## config.mk

```make
export PLATFORM = sky130hd
export DESIGN_NAME = tennis_score_ctrl
export DESIGN_NICKNAME = d
export VERILOG_FILES = /design/src/rtl/tennis_score_ctrl.sv
export SDC_FILE = /design/constraint.sdc
export NUM_CORES = 1
export LEC_CHECK = 0
export CORE_MARGIN = 5
export CORE_UTILIZATION = 40
export CTS_CLUSTER_DIAMETER = 60
export DETAILED_ROUTE_END_ITERATION = 10
export DONT_BUFFER_PORTS = 1
export GPL_TIMING_DRIVEN = 1
export PLACE_DENSITY = 0.64
export SLEW_MARGIN = 20
export SYNTH_ARGS = -nofsm -noshare
export SYNTH_HDL_FRONTEND = slang
export SYNTH_SLANG_ARGS = --single-unit
export TNS_END_PERCENT = 5
```

## constraint.sdc

```tcl
create_clock -name clk -period 5.4 [get_ports clk]
set_input_delay 1.08 -clock clk [delete_from_list [all_inputs] [get_ports clk]]
set_output_delay 1.08 -clock clk [all_outputs]
set_load 0.005 [all_outputs]
```

## src/rtl/tennis_score_ctrl.sv

```systemverilog
// Tennis point/game sequencer: edge-detected point buttons drive per-player
// thermometer score codes, deuce/advantage handling, game counting and set end.
module tennis_score_ctrl #(
    parameter int HOLD_CYCLES  = 50_000_000,
    parameter int GAMES_TO_WIN = 6
) (
    input  logic       clk,
    input  logic       rst_n,
    input  logic       point_a,
    input  logic       point_b,
    input  logic       clear,
    output logic [3:0] score_a,
    output logic [3:0] score_b,
    output logic [3:0] games_a,
    output logic [3:0] games_b,
    output logic       game_hold,
    output logic       winner_b,
    output logic       deuce,
    output logic       set_over,
    output logic       conflict
);

    localparam int               CNT_W     = $clog2(HOLD_CYCLES);
    localparam logic [CNT_W-1:0] HOLD_LAST = CNT_W'(HOLD_CYCLES - 1);
    localparam logic [3:0]       GAMES_MAX = 4'(GAMES_TO_WIN);

    typedef enum logic [1:0] {PLAY, HOLD, DONE} state_t;

    state_t           state, state_nx;
    logic [2:0]       lvl_a, lvl_b, lvl_a_nx, lvl_b_nx;
    logic [3:0]       gcnt_a, gcnt_b, gcnt_a_nx, gcnt_b_nx;
    logic [CNT_W-1:0] hold_cnt, hold_cnt_nx;
    logic             win_b, win_b_nx;
    logic             conf, conf_nx;
    logic             pa_q, pb_q;
    logic             rise_a, rise_b;
    logic             a_wins, b_wins;

    function automatic logic [3:0] therm(input logic [2:0] lvl);
        case (lvl)
            3'd0:    return 4'b0000;
            3'd1:    return 4'b0001;
            3'd2:    return 4'b0011;
            3'd3:    return 4'b0111;
            3'd4:    return 4'b1111;
            default: return 4'b0000;
        endcase
    endfunction

    assign rise_a = point_a & ~pa_q;
    assign rise_b = point_b & ~pb_q;

    // State register; edge-detect flops load 1 on reset so a held button never scores
    always_ff @(posedge clk) begin
        if (!rst_n || clear) begin
            state    <= PLAY;
            lvl_a    <= 3'd0;
            lvl_b    <= 3'd0;
            gcnt_a   <= 4'd0;
            gcnt_b   <= 4'd0;
            hold_cnt <= '0;
            win_b    <= 1'b0;
            conf     <= 1'b0;
            pa_q     <= 1'b1;
            pb_q     <= 1'b1;
        end else begin
            state    <= state_nx;
            lvl_a    <= lvl_a_nx;
            lvl_b    <= lvl_b_nx;
            gcnt_a   <= gcnt_a_nx;
            gcnt_b   <= gcnt_b_nx;
            hold_cnt <= hold_cnt_nx;
            win_b    <= win_b_nx;
            conf     <= conf_nx;
            pa_q     <= point_a;
            pb_q     <= point_b;
        end
    end

    always_comb begin
        state_nx    = state;
        lvl_a_nx    = lvl_a;
        lvl_b_nx    = lvl_b;
        gcnt_a_nx   = gcnt_a;
        gcnt_b_nx   = gcnt_b;
        hold_cnt_nx = hold_cnt;
        win_b_nx    = win_b;
        conf_nx     = 1'b0;
        a_wins      = 1'b0;
        b_wins      = 1'b0;
        case (state)
            PLAY: begin
                if (rise_a && rise_b) begin
                    conf_nx = 1'b1;
                end else if (rise_a) begin
                    if (lvl_a == 3'd4 || (lvl_a == 3'd3 && lvl_b < 3'd3)) a_wins = 1'b1;
                    else if (lvl_a < 3'd3)                                lvl_a_nx = lvl_a + 3'd1;
                    else if (lvl_b == 3'd3)                               lvl_a_nx = 3'd4;
                    else                                                  lvl_b_nx = 3'd3;
                end else if (rise_b) begin
                    if (lvl_b == 3'd4 || (lvl_b == 3'd3 && lvl_a < 3'd3)) b_wins = 1'b1;
                    else if (lvl_b < 3'd3)                                lvl_b_nx = lvl_b + 3'd1;
                    else if (lvl_a == 3'd3)                               lvl_b_nx = 3'd4;
                    else                                                  lvl_a_nx = 3'd3;
                end
            end
            HOLD: begin
                if (hold_cnt == HOLD_LAST) begin
                    state_nx    = PLAY;
                    lvl_a_nx    = 3'd0;
                    lvl_b_nx    = 3'd0;
                    hold_cnt_nx = '0;
                end else begin
                    hold_cnt_nx = hold_cnt + 1'b1;
                end
            end
            DONE:    ;
            default: state_nx = PLAY;
        endcase

        // Winner displays 1111; the loser keeps its last level on display
        if (a_wins) begin
            lvl_a_nx    = 3'd4;
            gcnt_a_nx   = gcnt_a + 4'd1;
            win_b_nx    = 1'b0;
            hold_cnt_nx = '0;
            state_nx    = (gcnt_a + 4'd1 == GAMES_MAX) ? DONE : HOLD;
        end
        if (b_wins) begin
            lvl_b_nx    = 3'd4;
            gcnt_b_nx   = gcnt_b + 4'd1;
            win_b_nx    = 1'b1;
            hold_cnt_nx = '0;
            state_nx    = (gcnt_b + 4'd1 == GAMES_MAX) ? DONE : HOLD;
        end
    end

    always_comb begin
        score_a   = therm(lvl_a);
        score_b   = therm(lvl_b);
        games_a   = gcnt_a;
        games_b   = gcnt_b;
        game_hold = (state == HOLD);
        set_over  = (state == DONE);
        deuce     = (lvl_a == 3'd3) && (lvl_b == 3'd3);
        winner_b  = win_b;
        conflict  = conf;
    end

endmodule
```

==> flow_summary_export.csv <==
group,metric,value,unit
global_route,antenna_found_initial,0,
cells_and_area,layout-drive-gt1-share,6.84,%
placed_design,gp_congestion,0.741,
floorplan,fp-row-count,29,
power,combinationalPowerShare,3.1,%
clocking,cts.path.max_buffers,2,
timing,clock_skew,0.00998,ns
critical_path,end_kind,"output port",
power,sw_frac_of_total,21.5,%
route,detail_route.wl_per_cell,13.5,um
clocking,h-tree-depth,2,
critical_path,cpMaxStageDelayCell,"dfxtp_1",
clocking,cts_tree,"built",
critical_path,worstSetupPathType,"flop to output port",
placed_design,post_dp_cell_area,0.00263,sq mm
floorplan,core,0.00628,sq mm
global_route,grt_pass1_wl,9140,um
synthesis,syn_nets,327,
critical_path,critPathLaunchType,"flop",
placed_design,portBuffers,0,
timing,period_minus_slack,2.97,ns
route,vias,2109,
clocking,postCtsSetupBuffers,0,
power,power.share.sequential,55.5,%
critical_path,required,4.32,ns
floorplan,die_w,90.1,um
clocking,ctsResizeCount,0,
synthesis,synth_area,0.00257,sq mm
synthesis,syn_inst,307,
cells_and_area,nFillCells,643,
cells_and_area,fin_cells,384,
synthesis,synth_enable_flop_cells,0,
route,detail-route-antenna-nets,0,
placed_design,dp_cells,376,
cells_and_area,num_antenna_cells,0,
power,intPower,482,uW
timing,hold_ws,0.506,ns
cells_and_area,area_growth,6.73,%
hold_path,hold_path.class,"flop to flop",
synthesis,synth.top_cells.by_area,"dfxtp_1 36%, nor2_1 7.9%, ha_1 7.3%, xor2_1 6.1%, xnor2_1 4.1%",
route,dr.pass1.iters,4,
synthesis,async_reset_ff_share,0,%
critical_path,crit_top_cell,"a21o_1",
power,power.total,614,uW
timing,rsz0062_at_grt,"false",
power,clkPwrFrac,41.4,%
synthesis,ys_warn_count,0,
cells_and_area,multi_input_area,0.00158,sq mm
synthesis,synth_top_area_share,35.9,%
timing,hold_viol,0,
power,powerDensity,224,mW/mm^2
critical_path,crit_fanout,6,
synthesis,synthFlopType,"dfxtp_1",
synthesis,synth_commonest_cells,"54 x nor2_1, 46 x dfxtp_1, 23 x nand2_1",
route,drt_drc_violations_left,0,
timing,max_slew_margin,40.0,%
global_route,grt.overflow.total,0,
clocking,cts_hold_buf,0,
floorplan,design.die.area,0.00812,sq mm
power,vdd_ir_drop_max,131,uV
route,drt_iter0_drc,93,
power,p_switching,132,uW
critical_path,crit_path_max_incr_delay,0.44,ns
synthesis,synth_seq_cells,46,
route,via_per_inst,5.49,
clocking,cts_buffers,5,
clocking,cts_sinks,46,
cells_and_area,nets,326,
status,status,"complete, no violations",
floorplan,initial_core_util,40.9,%
floorplan,die_h,90.1,um
cells_and_area,fin_area,0.00274,sq mm
global_route,grt_pass1_vias,1989,
route,drt-total-wl,5190,um
timing,slew_viol_final,0,
clocking,cts.clk_slew.worst_paths,0.09,ns
timing,post-route-period-util,55.1,%
floorplan,io_pins,26,
power,leakage,0.000970,uW
timing,worst_pin_slew,0.899,ns
timing,setup_violations,0,
critical_path,cp_cell_sequence,"inv_1 > ha_1 > and2_1 > or2_2 > a21o_1 > a21o_1",
clocking,clock_latency,0.31,ns
cells_and_area,seq_area,921,sq um
global_route,grt_max_degree,24,
synthesis,synth_most_common_cell,"nor2_1",
timing,fin_setup_tns,0,ns
synthesis,ys_seq_area_share,35.9,%
timing,fmax,0.336,GHz
synthesis,postSynthAreaPerCell,8.36,sq um
placed_design,dpl.hpwl,3710,um
clocking,cts_root_buffer,"clkbuf_8",
global_route,grtUsageTotal,13.1,%
critical_path,critPathArrivalTime,1.89,ns
synthesis,yosysTopAreaCell,"dfxtp_1",
synthesis,ys_types,48,
job,max_cap_violations,0,
==> critical path: cells and delay by family, from the launching register on <==
kind,cells,cell delay (ns)
and+or+nand+nor,2,0.51
DFF,1,0.44
AOI/OAI and AO/OA,2,0.36
adders and majority gates,1,0.19
buffers and inverters,1,0.10
==> power by group through the flow <==
stage,combinational [uW],sequential [uW],clock (uW)
after floorplan,16.1,349,0
after global placement,18.7,349,0
after detailed placement,18.8,349,0
after CTS,18.8,341,263
after global routing,21.3,341,280
final,18.8,341,254
==> state kept, by name, indices dropped and copies added, names as in the netlist <==
name,cells
lvl_b,3
state,2
conflict,1
games_a,4
hold_cnt,26
lvl_a,3
winner_b,1
pb_q,1
games_b,4
pa_q,1
==> worst paths after layout <==
check	startpoint	cells after the start	end	slack, ns
worst max register to register	lvl_a[0]$_SDFFE_PP0P_	8	hold_cnt[25]$_SDFFE_PP0P_	2.99
worst min-delay path	hold_cnt[1]$_SDFFE_PP0P_	2	hold_cnt[1]$_SDFFE_PP0P_	0.51
worst max-delay path	lvl_a[0]$_SDFFE_PP0P_	6	score_a[0]	2.43
worst min register to register	hold_cnt[1]$_SDFFE_PP0P_	2	hold_cnt[1]$_SDFFE_PP0P_	0.51
==> layer usage <==
layer	vias to the layer above	wire length [um]	track usage, %
met1	1004	2460	16.5
met2	28	2430	21.3
li1	1070	-	-
met4	0	71	4.71
met3	7	221	3.59
met5	-	0	0
==> metrics by stage <==
stage	utilization (%)	setup slack, ns
after detailed placement	41.9	2.53
after global placement	41.9	2.62
after global routing	43.6	2.34
after CTS	43.6	2.40
after floorplan	-	2.88
final	43.6	2.43
==> kinds of logic after synthesis <==
logic type	synth area share (%)
mux	1.56
flops	35.9
fa+ha+maj	7.31
xor+xnor	10.2
compound gates	11.4
simple gates	30.9
buf+inv	2.73
==> layout make-up <==
| type | instances | share of cell area (%) |
|---|---|---|
| clock inverter | 3 | 1.46 |
| tap | 77 | 3.52 |
| clock buffer | 5 | 2.51 |
| inverter | 10 | 1.37 |
| sequential | 46 | 33.6 |
| multi-input combinational | 243 | 57.5 |
==> cell usage in the layout (no fill, tap or decap), drive strengths merged, types with 3 or more instances in the layout <==
cell	n
ha	15
a211oi	8
a21oi	13
clkbuf	5
nand4	8
and2	4
o21ai	3
nor2b	4
inv	10
mux2i	4
dfxtp	46
nand2	23
nand2b	7
nor3	9
and3	8
or2	5
nor4	6
nor2	54
xnor2	12
a21o	5
nand3	12
xor2	18
nand3b	3
(Power assumes the default switching activity.)
